`config.mk`:
```
export PLATFORM = sky130hd
export DESIGN_NAME = bcd_disp_scan
export DESIGN_NICKNAME = d
export VERILOG_FILES = /design/src/rtl/bcd_disp_scan.sv
export SDC_FILE = /design/constraint.sdc
export NUM_CORES = 1
export LEC_CHECK = 0
export ABC_CLOCK_PERIOD_IN_PS = 2100
export BUFFER_PORTS_ARGS = -buffer_cell sky130_fd_sc_hd__buf_2
export CORE_MARGIN = 2
export CORE_UTILIZATION = 56
export DETAILED_ROUTE_END_ITERATION = 8
export PLACE_DENSITY = 0.78
export SETUP_SLACK_MARGIN = 0.5
export SKIP_CTS_REPAIR_TIMING = 1
export SYNTH_ARGS = -nofsm -noshare
export SYNTH_HDL_FRONTEND = slang
export SYNTH_SLANG_ARGS = --single-unit
```
`constraint.sdc`:
```
create_clock -name clk -period 2.1 [get_ports clk]
set_input_delay 0.105 -clock clk [delete_from_list [all_inputs] [get_ports clk]]
set_output_delay 0.105 -clock clk [all_outputs]
set_load 0.005 [all_outputs]
```
`src/rtl/bcd_disp_scan.sv`:
```
// Captures four BCD digits on load and time-multiplexes them onto a 4-digit
// common-anode 7-segment display with a blank guard at each slot start.
// Optional leading-zero blanking is enabled by defining LZB_EN.
module bcd_disp_scan #(
  parameter int SLOT_CYC    = 50000,
  parameter int GUARD_CYC   = 16,
  parameter bit SEG_ACT_LOW = 1'b1
) (
  input  logic       clk,
  input  logic       reset_n,
  input  logic       load,
  input  logic [3:0] bcd3,
  input  logic [3:0] bcd2,
  input  logic [3:0] bcd1,
  input  logic [3:0] bcd0,
  output logic [3:0] an,
  output logic [6:0] seg,
  output logic       disp_vld,
  output logic       bcd_err
);

  localparam int         PW      = (SLOT_CYC > 1) ? $clog2(SLOT_CYC) : 1;
  localparam logic [6:0] SEG_OFF = SEG_ACT_LOW ? 7'h7F : 7'h00;

  typedef enum logic {IDLE, SCAN} state_e;

  state_e        state_q, state_d;
  logic [PW-1:0] presc_q, presc_d;
  logic [1:0]    idx_q, idx_d;
  logic [3:0]    digit_q [4];
  logic [3:0]    digit_d [4];
  logic          vld_q, vld_d;
  logic          err_q, err_d;
  logic [3:0]    an_q, an_d;
  logic [6:0]    seg_q, seg_d;
  logic [3:0]    blank;

  function automatic logic [6:0] decode(input logic [3:0] d);
    case (d)
      4'd0:    decode = 7'h3F;
      4'd1:    decode = 7'h06;
      4'd2:    decode = 7'h5B;
      4'd3:    decode = 7'h4F;
      4'd4:    decode = 7'h66;
      4'd5:    decode = 7'h6D;
      4'd6:    decode = 7'h7D;
      4'd7:    decode = 7'h07;
      4'd8:    decode = 7'h7F;
      4'd9:    decode = 7'h6F;
      default: decode = 7'h40;
    endcase
  endfunction

  // A digit is blanked only when it and every more significant digit are zero.
  always_comb begin
    blank = '0;
`ifdef LZB_EN
    blank[3] = (digit_q[3] == 4'd0);
    blank[2] = blank[3] && (digit_q[2] == 4'd0);
    blank[1] = blank[2] && (digit_q[1] == 4'd0);
`endif
  end

  always_comb begin
    state_d = state_q;
    presc_d = presc_q;
    idx_d   = idx_q;
    digit_d = digit_q;
    vld_d   = vld_q;
    err_d   = err_q;
    an_d    = 4'b1111;
    seg_d   = SEG_OFF;

    if (load) begin
      digit_d[3] = bcd3;
      digit_d[2] = bcd2;
      digit_d[1] = bcd1;
      digit_d[0] = bcd0;
      vld_d      = 1'b1;
      err_d      = (bcd3 > 4'd9) || (bcd2 > 4'd9) || (bcd1 > 4'd9) || (bcd0 > 4'd9);
      state_d    = SCAN;
    end

    // Output register follows the current slot state, so it lags by one cycle.
    if (state_q == SCAN) begin
      if (presc_q == PW'(SLOT_CYC - 1)) begin
        presc_d = '0;
        idx_d   = idx_q + 2'd1;
      end else begin
        presc_d = presc_q + 1'b1;
      end
      if (int'(presc_q) >= GUARD_CYC) begin
        an_d  = ~(4'b0001 << idx_q);
        seg_d = blank[idx_q] ? SEG_OFF
              : (SEG_ACT_LOW ? ~decode(digit_q[idx_q]) : decode(digit_q[idx_q]));
      end
    end
  end

  always_ff @(posedge clk or negedge reset_n) begin
    if (!reset_n) begin
      state_q <= IDLE;
      presc_q <= '0;
      idx_q   <= 2'd0;
      digit_q <= '{default: 4'd0};
      vld_q   <= 1'b0;
      err_q   <= 1'b0;
      an_q    <= 4'b1111;
      seg_q   <= SEG_OFF;
    end else begin
      state_q <= state_d;
      presc_q <= presc_d;
      idx_q   <= idx_d;
      digit_q <= digit_d;
      vld_q   <= vld_d;
      err_q   <= err_d;
      an_q    <= an_d;
      seg_q   <= seg_d;
    end
  end

  assign an       = an_q;
  assign seg      = seg_q;
  assign disp_vld = vld_q;
  assign bcd_err  = err_q;

endmodule

```
After elaboration in Yosys (flattened, before gate mapping)
Memories as Yosys holds them, arrays and structs flattened.
Index checks and enable logic that the tools add are counted.
{"block": "totals", "inputBits": 19, "word_cells": 42, "output_inout_bits": 13, "ff_bits": 47, "mem_count": 1, "mem_bits_ro": 112}
{"block": "classes", "addsub": 2, "n_reduce_logical": 4, "muxes": 13, "shifts": 1, "n_eq_ne": 1, "n_bitwise": 3, "magnitude_cmp": 7}
{"memory": "(name not given)", "depth": 16, "word_bits": 7, "rd": 1, "rd_ports_with_merged_regs": 0, "wr": 0, "line": "39", "rtl": "case (d)"}
{"operator": "2-to-1 mux 7 bit", "count": 5}
{"operator": "adder 16 x 1 -> 16 bit (second input constant)", "count": 1}
{"operator": "== test 16 bit (second input constant)", "count": 1}
{"operator": ">= comparator 16 x 5 -> 1 bit (second input constant)", "count": 1}
{"operator": "> comparator 4 bit (second input constant)", "count": 4}
{"operator": "2-to-1 mux 16 bit", "count": 1}
{"operator": "2-to-1 mux 4 bit", "count": 4}
{"operator": "binary-select mux 4 bit (select 2 bit)", "count": 1}
{"operator": "NOT 7 bit", "count": 1}
{"operator": "NOT 4 bit", "count": 1}
{"operator": "<< shifter 1 x 2 -> 4 bit (first input constant)", "count": 1}
{"operator": ">= comparator 3 bit (second input constant)", "count": 1}
{"operator": "logical OR 1 bit", "count": 3}
{"operator": "less-than comparator 2 x 3 -> 1 bit (second input constant)", "count": 1}
{"operator": "NOT 2 -> 3 bit", "count": 1}
{"operator": "adder 2 x 1 -> 2 bit (second input constant)", "count": 1}
{"operator": "binary-select mux 1 bit (select 2 bit)", "count": 1}
{"operator": "AND reduction 2 bit", "count": 1}
{"operator": "2-to-1 mux 1 bit", "count": 1}

Logic depth before layout (Yosys ltp)
Gate-level depths: netlist (run 1).
An unclocked memory read counts as a cell.
{"block": "logic_depth", "depth_word": 11, "ltp_mapped": 7, "mapped_depth_nobuf": 6}

Worst setup path after synthesis (run 1)
OpenSTA, ideal clock, no wires.
{"block": "synth_timing", "path_type": "reg2reg", "startpoint": "reg idx_q[0]", "endpoint": "reg seg_q[0] (netlist: seg[0])", "n_path_buf": 1, "t_required_ns": 2.008, "setup_ns": 0.092, "path_stages_with_launch": 7, "arrival_time_ns": 1.717, "synth_period_minus_slack_ns": 1.809, "setup_slack_ns": 0.291, "cell_sequence": "dfrtp_1 buf_6 mux4_1 ha_1 or2_4 a21oi_1 o21ai_1"}
{"block": "synth_via", "elab_chain_len": 11, "elab_cells_between_ends": 13, "classes_between": "mux (10); bitwise (2); memory (1)"}
{"item": "start: declaration", "line": "29", "rtl": "logic [1:0] idx_q, idx_d;"}
{"item": "start signal: assignment", "line": "113", "rtl": "idx_q <= idx_d;"}
{"item": "NOT 2 -> 3 bit"}
{"item": "binary-select mux 4 bit (select 2 bit)"}
{"item": "2-to-1 mux 4 bit (2 in a row)"}
{"item": "memory read (16 x 7 bit)"}
{"item": "2-to-1 mux 7 bit", "line": "92", "rtl": "if (int'(presc_q) >= GUARD_CYC) begin"}
{"item": "2-to-1 mux 7 bit", "line": "85", "rtl": "if (state_q == SCAN) begin"}
{"item": "NOT 7 bit", "line": "95", "rtl": ": (SEG_ACT_LOW ? ~decode(digit_q[idx_q]) : decode(digit_q[idx_q]));"}
{"item": "2-to-1 mux 7 bit (*)", "line": "94", "rtl": "seg_d = blank[idx_q] ? SEG_OFF"}
{"item": "2-to-1 mux 7 bit (*)", "line": "92"}
{"item": "2-to-1 mux 7 bit (*)", "line": "85"}
{"item": "named net seg_d[0]", "line": "35", "rtl": "logic [6:0] seg_q, seg_d;"}
{"item": "end signal: assignment", "line": "118", "rtl": "seg_q <= seg_d;"}
{"item": "end: declaration", "line": "35"}
Mark *: on every way through the listed nets, which the timed path passes. The rest lies on a longest branch. The select of a mux whose other input is x is not followed.
A chain may end at the register's enable or synchronous reset.

Final worst setup path (run 1)
Same ends and word-level chain as after synthesis.

==> summary.md, run 1 <==
| Metric | Value |
|---|---|
| Final core utilization | `67.6%` |
| Clk_skew | `0.00675 ns` |
| Hold path cells | `2` |
| Design Area, Final | `~2700 um2` |
| Nets | `approximately 260` |
| Mux cell area share after synthesis | `13.8%` |
| Synth Warn # | `0` |
| Die Ht | `67.8 um` |
| Vias per Instance | `between 5 and 6` |
| Final setup violating endpoints | `0` |
| CTS max path bufs | `2` |
| WP data arrival | `between 1.5 and 2 ns` |
| Setup_tns | `0 ns` |
| Die ar. | `4590 um2` |
| Row count | `23` |
| Critical Path End Type | `register` |
| Post-route setup slack | `0.335 ns` |
| Placed cells | `approximately 270` |
| Inserted Clock Buffers | `5` |
| Hold EP | `digit_q[12]` |
| Yosys reg bits | `47` |
| Area contributors post-synth | `dfrtp_1 40%, dfstp_2 13%, mux2_2 8.4%, ha_1 6.0%, xnor2_1 3.1%` |
| Worst R2R Setup Slack | `between 0.3 and 0.4 ns` |
| Area share of the largest cell type after synthesis | `roughly two fifths` |
| Final min period | `1.76 ns` |
| Initial antenna violation count | `0` |
| Syn_area_per_cell | `roughly 12 um2` |
| Total count of hold-check failures in the final report | `0` |
| Type of the worst setup path | `reg -> reg` |
| Met1 Usage GRT | `27.7%` |
| IO Pins | `32` |
| Worst IR drop on VDD | `approximately 0.67 mV` |
| DP HPWL | `between 2000 and 3000 um` |
| DR vias | `around 1.5k` |
| Post-synthesis simple-gate area fraction | `about an eighth` |
| Synth cell types | `38` |
| CP Launch Type | `register` |
| WP data required | `about 2.3 ns` |
| Outcome | `finished clean` |
| Area leader, netlist | `dfrtp_1` |
| Register area share after synthesis | `between 50% and 60%` |
| Area delta synth->final | `17.0%` |
| Switching portion of total power | `approximately 29%` |
| CTS tree | `yes` |
| Pint | `between 1.5 and 2 mW` |
| Combinational power share | `between 20% and 30%` |
| GRT Total Usage | `between 10% and 20%` |
| P_sw | `between 0.6 and 0.7 mW` |
| Drc violations | `0` |
| Core area | `just under 4000 um2` |
| Hold crit path type | `in -> reg` |
| Initial core utilization | `between 50 and 60%` |
| Layout cells sized above 1 | `a little over two fifths` |
| Hold wc startpoint | `bcd0[0]` |
| Total gr overflow | `0` |
| Max Cap Violations | `0` |
| Clock Sinks | `47` |
| Root buf cell | `clkbuf_8` |
| R2R cell count | `5` |
| Post-Syn Instances | `~190` |
| Largest net degree at the start of global routing | `between 40 and 50` |
| Clk pin slew, worst setup/hold paths | `around 0.080 ns` |
| Ys async rst share | `100%` |
| First-pass GRT wire length | `roughly 6600 um` |
| Largest family of logic cells by synthesized area | `multiplexers` |
| Worst flop-to-flop path endpoint | `seg[0]` |
| IO buf count | `31` |
| Max_slew headroom | `between 60% and 70%` |
| Post-synthesis adder-cell area fraction | `a little over 6%` |
| CP max FO | `7` |
| Cell leakage power | `about 1.2 nW` |
| Vias in the first global route | `1,438` |
| Skew-Pair Late Insertion Delay | `0.30 ns` |
| Area post-placement | `2470 um2` |
| XOR/XNOR Fraction of Synth Area | `about 3.8%` |
| Post-place setup slack | `about 0.25 ns` |
| Initial DRC count | `roughly 130` |
| Synth Area in Compound Gates | `roughly 7%` |
| WL per Instance | `14.3 um` |
| GPL Wtd Cong | `about 0.84` |
| CTS H-tree depth | `2` |
| Max Clock Freq | `between 500 and 600 MHz` |
| Cell Count, Final, Fillers Out | `roughly 280` |
| Slew @ Worst Pin | `~0.57 ns` |
| Final worst path period share | `between 80 and 90%` |
| Busiest grt layer | `met2` |
| Final Power | `2.30 mW` |
| Syn nets | `roughly 220` |
| Reg power frac | `a little over half` |
| Number of synthesized flops with an enable pin | `0` |
| Power Dens Cells | `between 800 and 900 nW/um2` |
| Die width | `roughly 68 um` |
| DRT Pass-1 Iters | `4` |
| Most used flip-flop cell after synthesis | `dfrtp_1` |
| Fin. max-slew vios | `0` |
| Clock share of power | `25.3%` |
| Crit Reg-Reg Startpoint | `idx_q[0]` |
| RSZ-0062 raised after global routing | `yes` |
| Synthesized area | `2280 um2` |
| Global Route met2 Usage | `between 20 and 30%` |
| # diodes | `0` |
| Hold WS | `around 0.038 ns` |
| DRT Wirelength | `around 4000 um` |
| Met3 usage | `approximately 5.5%` |
| DRT antenna net count | `0` |
==> final cells by class <==
class	instances	area, um2
Fill cell	277	1280
Sequential cell	47	1190
Multi-Input combinational cell	127	1040
Timing Repair Buffer	39	221
Clock buffer	8	100
Tap cell	50	62.6
Inverter	11	41.3
==> logic make-up (layout without fill, tap and decap cells) <==
logic type / Yosys count / count (layout)
XOR/XNOR: 10 / 10
adder cells (fa/ha/maj): 11 / 11
AO/OA/AOI/OAI: 28 / 28
AND/OR/NAND/NOR: 54 / 54
flip-flops: 47 / 47
multiplexers: 24 / 24
buffers and inverters: 20 / 58
==> power groups by stage <==
stage	clock network (mW)	registers, mW	logic [mW]
after floorplan	0	1.20	0.345
after global placement	0	1.23	0.466
after global routing	0.644	1.25	0.566
final	0.581	1.22	0.494
after detailed placement	0	1.23	0.478
after CTS	0.600	1.22	0.481
==> worst max-delay path by stage <==
stage                     startpoint  endpoint  slack (ns)
after floorplan             idx_q[0]    seg[0]        0.41
final                       idx_q[0]    seg[0]        0.34
after CTS                   idx_q[0]    seg[3]        0.23
after global placement      idx_q[0]    seg[0]        0.29
after detailed placement    idx_q[0]    seg[0]        0.25
after global routing        idx_q[0]    seg[0]        0.26
==> worst max-delay path: stages (launching register included) <==
cell	delay [ns]
dfrtp_2	0.47
mux4_2	0.58
ha_2	0.20
or2_4	0.24
a21oi_2	0.13
o21ai_1	0.06
==> Yosys cell counts (3+ instances only) <==
cell and instances:
mux2_2 17, nand3_1 10, a21oi_1 7, o21ai_0 13
ha_1 11, inv_1 11, and4_1 5, buf_2 3
nand2_1 14, and3_1 6, dfstp_2 11, mux4_2 3
mux2i_1 3, nor2_1 6, dfrtp_1 36, clkbuf_1 4
xnor2_1 8
==> metal layers <==
layer / wire (um) / part of all wire [%] / vias up
li1: - / - / 749
met1: 1940 / 48 / 725
met2: 1860 / 46 / 37
met3: 176 / 4.4 / 4
met4: 54 / 1.3 / 0
met5: 0 / 0 / -
==> flip-flops by register name, indices dropped and copies added (netlist names) <==
| register | count |
|---|---|
| digit_q | 16 |
| presc_q | 16 |
| seg | 7 |
| an | 4 |
| idx_q | 2 |
| bcd_err | 1 |
| disp_vld | 1 |
==> cell usage in the layout (no fill, tap or decap), drive strengths merged, types with 5 or more instances in the layout <==
cell and instances:
o21ai 15, nand2 14, a21oi 8, clkbuf 8, dfstp 11, nor2 7, inv 11, xnor2 8
nand3 10, and4 5, dfrtp 36, and3 6, ha 11, buf 38, mux2 17
No activity file was read; power rests on OpenSTA's default activity.
==> run 2, diff against run 1 <==
ABC_AREA = 1   (was not set)
ABC_CLOCK_PERIOD_IN_PS = 1500   (was 2100)
CORE_UTILIZATION = 52   (was 56)
PLACE_DENSITY = 0.76   (was 0.78)
clock period = 1.5 ns   (was 2.1 ns; I/O delays follow)
==> summary.md, run 2 <==
| Metric | Value |
|---|---|
| Outcome | `finished, violations left` |
| Failing checks | `hold timing, setup timing` |
| Cell Count, Final, Fillers Out | `439` |
| Max Clock Freq | `644 MHz` |
| Combinational power share | `about an eighth` |
| GRT Total Usage | `roughly a fifth` |
| Final core utilization | `76.3%` |
| WL met1 | `between 2000 and 3000 um` |
| Skew-Pair Late Insertion Delay | `between 0.3 and 0.4 ns` |
| Met3 WL | `roughly 260 um` |
| Fin. max-slew vios | `0` |
| CP max FO | `4` |
| Commonest cells after routing, fill and taps aside | `91 x nand2_1, 29 x dfrtp_1, 28 x buf_2, 27 x inv_1, 24 x buf_4` |
| Number of synthesized flops with an enable pin | `0` |
| Vias in the first global route | `just under 2k` |
| Cell Chain, Critical Path | `buf_6, nand2_2, a32oi_2, buf_4, ha_2, inv_1, nand2_2, nand3_2, nand2_1` |
| Initial core utilization | `53.0%` |
| Nets | `414` |
| Commonest non-fill, non-tap cell in the layout | `nand2_1` |
| WP data arrival | `approximately 1.8 ns` |
| DRT Wirelength | `about 6500 um` |
| Critical Path End Type | `register` |
| Reg power frac | `between 40% and 50%` |
| Row count | `25` |
| Register area share after synthesis | `between 40% and 50%` |
| Final worst path period share | `104%` |
| Drc violations | `0` |
| Root buf cell | `clkbuf_8` |
| Inserted Clock Buffers | `5` |
| Die width | `72.9 um` |
| Clock share of power | `between 30% and 40%` |
| Setup_tns | `-0.165 ns` |
| CTS H-tree depth | `2` |
| Design Area, Final | `approximately 3600 um2` |
| Max Cap Violations | `0` |
| Vias per Instance | `around 5.2` |
| DRT antenna net count | `0` |
| Pint | `about 2.2 mW` |
| Die ar. | `5320 um2` |
| Hold WS | `-0.0192 ns` |
| Metal2 WL | `3260 um` |
| Clk pin slew, worst setup/hold paths | `approximately 0.090 ns` |
| Most used flip-flop cell after synthesis | `dfrtp_1` |
| Cell leakage power | `~1.8 nW` |
| Final min period | `around 1.6 ns` |
| # diodes | `0` |
| Area contributors post-synth | `dfrtp_1 36%, nand2_1 17%, dfstp_2 12%, ha_1 5.6%, inv_1 5.5%` |
| Power Dens Cells | `802 nW/um2` |
| First-pass GRT wire length | `~8400 um` |
| Post-place setup slack | `-0.0725 ns` |
| CP peak stage delay | `around 0.47 ns` |
| Clk_skew | `0.00973 ns` |
| Area post-placement | `about 2900 um2` |
| Post-Syn Instances | `about 300` |
| Max_slew headroom | `a little over 60%` |
| Number of cells on the critical path | `9` |
| Area delta synth->final | `44.0%` |
| GPL Wtd Cong | `slightly below 0.9` |
| Yosys reg bits | `47` |
| Bufs and invs on worst path | `3` |
| Most frequent CP cell | `nand2_2` |
| Top Layer Used | `met4` |
| CP top delay family | `flip-flops` |
| Area leader, netlist | `dfrtp_1` |
| CTS tree | `yes` |
| DR vias | `~2.3k` |
| Synth Warn # | `0` |
| Clock Sinks | `47` |
| Most frequent cells after synthesis | `111 x nand2_1, 36 x dfrtp_1, 36 x inv_1` |
| Type of the worst setup path | `reg -> reg` |
| Switching portion of total power | `a little under a quarter` |
| Synthesized area | `2470 um2` |
| Die Ht | `about 73 um` |
| Syn_area_per_cell | `8.00 um2` |
| P_sw | `0.676 mW` |
| WL per Instance | `between 10 and 15 um` |
| Hold crit path type | `in -> reg` |
| Initial DRC count | `127` |
| Area share of the largest cell type after synthesis | `between 30% and 40%` |
| Largest net degree at the start of global routing | `27` |
| CTS max path bufs | `2` |
| Ys async rst share | `100%` |
| Top-count cell post-synth | `nand2_1` |
| Slew @ Worst Pin | `approximately 0.57 ns` |
| Core area | `approximately 4700 um2` |
| Critical-path top delay cell | `dfrtp_2` |
| Post-route setup slack | `-0.0535 ns` |
| Final setup violating endpoints | `4` |
| Initial antenna violation count | `0` |
| R2R cell count | `9` |
| Total count of hold-check failures in the final report | `4` |
| IO buf count | `31` |
| Total gr overflow | `0` |
| CP Launch Type | `register` |
| Layout cells sized above 1 | `a little under half` |
| DP HPWL | `between 3000 and 4000 um` |
| DRT Pass-1 Iters | `5` |
| Syn nets | `339` |
| Hold path cells | `3` |
| RSZ-0062 raised after global routing | `yes` |
| Final Power | `approximately 2.9 mW` |
| WP data required | `roughly 1.8 ns` |
| Synth cell types | `26` |
| Placed cells | `404` |
| Worst IR drop on VDD | `slightly above 0.4 mV` |
| IO Pins | `32` |
## run 2: changes by cell type after synthesis, sizes merged, moves of 4 or more
cell,delta
nand3,+19
and3,-4
nor2,+20
xnor2,-8
mux4,-4
inv,+27
and4,-5
mux2,-17
nand2,+103
## run 2: worst register-to-register path, stage by stage (launching register included)
cell	delay (ns)
dfrtp_2	0.47
buf_6	0.13
nand2_2	0.05
a32oi_2	0.23
buf_4	0.18
ha_2	0.18
inv_1	0.05
nand2_2	0.07
nand3_2	0.07
nand2_1	0.08
## run 2: logic make-up after synthesis
kind of cell / count (synthesis) / synth area share [%]
buffers and inverters: 43 / 6.99
AO/OA/AOI/OAI: 21 / 4.51
adder cells (fa/ha/maj): 11 / 5.57
flip-flops: 47 / 48.2
XOR/XNOR: 5 / 1.77
AND/OR/NAND/NOR: 182 / 33.0
## run 2: per-layer routing
metal  GRT usage (%)  vias up
met5               0        -
met4            6.38        0
met3            4.28       22
met2            31.1       75
met1            27.5     1082
li1                -     1112
## run 2: worst paths after layout
| check | slack, ns | from | end |
|---|---|---|---|
| hold / removal | -0.02 | bcd3[3] | digit_q[3] |
| hold reg to reg | 0.49 | digit_q[0] | digit_q[0] |
| min in group asynchronous | 0.26 | reset_n | digit_q[15] |
| max in group asynchronous | 0.65 | reset_n | an[1] |
| setup / recovery | -0.05 | idx_q[0] | seg[3] |
| setup reg to reg | -0.05 | idx_q[0] | seg[3] |
## run 2: area by class of cell
class	count	area, um2
Fill cell	294	1100
Sequential cell	47	1200
Tap cell	54	67.6
Multi-Input combinational cell	219	1440
Timing Repair Buffer	73	557
Inverter	38	155
Clock buffer	5	68.8
Clock inverter	3	67.6
## run 2: power groups by stage
stage                     clock network (mW)  logic, mW  registers [mW]
after global routing                    1.18      0.381            1.40
after global placement                     0      0.254            1.41
final                                   1.12      0.339            1.39
after floorplan                            0      0.131            1.41
after detailed placement                   0      0.262            1.41
after CTS                               1.13      0.263            1.39
==> run 3, diff against run 2 <==
PLACE_DENSITY = 0.75   (was 0.76)
==> summary.md, run 3 (same netlist as run 2, synthesis figures left out) <==
| Metric | Value |
|---|---|
| Initial DRC count | `81` |
| DP HPWL | `3470 um` |
| DR vias | `between 2k and 2.5k` |
| Max Clock Freq | `around 670 MHz` |
| Cell leakage power | `between 1.5 and 2 nW` |
| Vias per Instance | `5.10` |
| Skew-Pair Late Insertion Delay | `roughly 0.3 ns` |
| Inserted Clock Buffers | `5` |
| Initial antenna violation count | `0` |
| Row count | `25` |
| Failing checks | `hold timing, setup timing` |
| Commonest non-fill, non-tap cell in the layout | `nand2_1` |
| Max Cap Violations | `0` |
| Total count of hold-check failures in the final report | `5` |
| First-pass GRT wire length | `8040 um` |
| Total gr overflow | `0` |
| GPL Wtd Cong | `between 0.9 and 1` |
| Hold crit path type | `in -> reg` |
| CP max FO | `5` |
| Nets | `slightly above 400` |
| WL per Instance | `12.5 um` |
| IO Pins | `32` |
| Die Ht | `roughly 73 um` |
| DRT Pass-1 Iters | `4` |
| IO buf count | `31` |
| Final min period | `approximately 1.5 ns` |
| Crit Reg-Reg Startpoint | `idx_q[0]` |
| Global Route met2 Usage | `about 29%` |
| Clk_skew | `0.00823 ns` |
| Type of the worst setup path | `reg -> reg` |
| Final worst path period share | `100%` |
| Hold wc startpoint | `bcd3[0]` |
| Worst setup path startpoint | `idx_q[0]` |
| Die ar. | `between 5000 and 6000 um2` |
| RSZ-0062 raised after global routing | `yes` |
| Max_slew headroom | `approximately 62%` |
| Slew @ Worst Pin | `0.566 ns` |
| Met3 usage | `under 10%` |
| Cell Count, Final, Fillers Out | `roughly 430` |
| Largest net degree at the start of global routing | `48` |
| CTS tree | `yes` |
| GRT Total Usage | `between 10% and 20%` |
| # diodes | `0` |
| Power Dens Cells | `769 nW/um2` |
| Layout cells sized above 1 | `approximately 44%` |
| Vias in the first global route | `approximately 1.8k` |
| DRT antenna net count | `0` |
| Area delta synth->final | `40.0%` |
| CTS max path bufs | `2` |
| Placed cells | `roughly 400` |
| Outcome | `finished, violations left` |
| WP data arrival | `~1.7 ns` |
| Fin. max-slew vios | `0` |
| Clk pin slew, worst setup/hold paths | `0.08 ns` |
| WP data required | `1.73 ns` |
| Die width | `between 70 and 80 um` |
| CTS H-tree depth | `2` |
| Commonest cells after routing, fill and taps aside | `92 x nand2_1, 30 x dfrtp_1, 30 x buf_2, 28 x inv_1, 24 x buf_4` |
| Worst IR drop on VDD | `between 0.4 and 0.5 mV` |
| Critical Path End Type | `register` |
| Drc violations | `0` |
| Root buf cell | `clkbuf_8` |
| Core area | `between 4000 and 5000 um2` |
| Clock Sinks | `47` |
| Setup_tns | `-0.00325 ns` |
| Final Power | `between 2 and 3 mW` |
| CP Launch Type | `register` |
| Busiest grt layer | `met2` |
| Fillers | `324` |
| Final setup violating endpoints | `1` |
| Post-route setup slack | `-0.00325 ns` |
| Hold WS | `-0.0244 ns` |
| DRT Wirelength | `5440 um` |
| Met1 Usage GRT | `a little over a quarter` |
| Initial core utilization | `approximately 53%` |
==> run 3: layout make-up <==
type | count | area, um2 | area share, %
multi-input cells | 219 | 1440 | 41.7
clock inverters | 2 | 35.0 | 1.01
repair buffers | 68 | 482 | 13.9
flip-flops and latches | 47 | 1200 | 34.6
well taps | 54 | 67.6 | 1.95
inverters | 38 | 153 | 4.41
clock buffers | 6 | 82.6 | 2.39
==> run 3: worst paths after layout <==
check / to / slack [ns] / depth (start not counted)
max reg2reg: seg[0] / -0.003 / 9
min: digit_q[0] / -0.02 / 3
max in group asynchronous: disp_vld / 0.70 / 3
min reg2reg: bcd_err / 0.48 / 2
max: seg[0] / -0.003 / 9
min in group asynchronous: presc_q[10] / 0.37 / 3
==> run 3: power breakdown <==
part	switching, mW	internal [mW]
combinational	0.174	0.146
clock	0.413	0.539
sequential	0.0337	1.36
total	0.620	2.04
==> run 3: routing by layer <==
layer  routed length [um]  vias to the layer above  part of all wire (%)
li1                     -                     1105                     -
met5                    0                        -                     0
met4                  104                        0                   1.9
met1                 2580                     1047                    47
met2                 2590                       49                    48
met3                  174                       11                   3.2
==> run 3: critical path, stage by stage (launching register included) <==
cell	delay, ns
dfrtp_2	0.47
buf_6	0.15
nand2_2	0.04
nand3_1	0.07
nand2_2	0.08
buf_4	0.16
ha_2	0.17
nand3b_1	0.15
nand3_1	0.08
nand2_1	0.06
==> run 3: per-stage QoR <==
stage | instance area [um2] | utilization [%] | setup slack, ns
6_report | 3460 | 74.2 | -0.00325
5_1_grt | 3460 | 74.2 | -0.0818
4_1_cts | 2960 | 63.6 | -0.0578
2_1_floorplan | 2530 | - | -0.0152
3_3_place_gp | 2850 | 61.1 | 0.00265
3_5_place_dp | 2850 | 61.1 | -0.0419
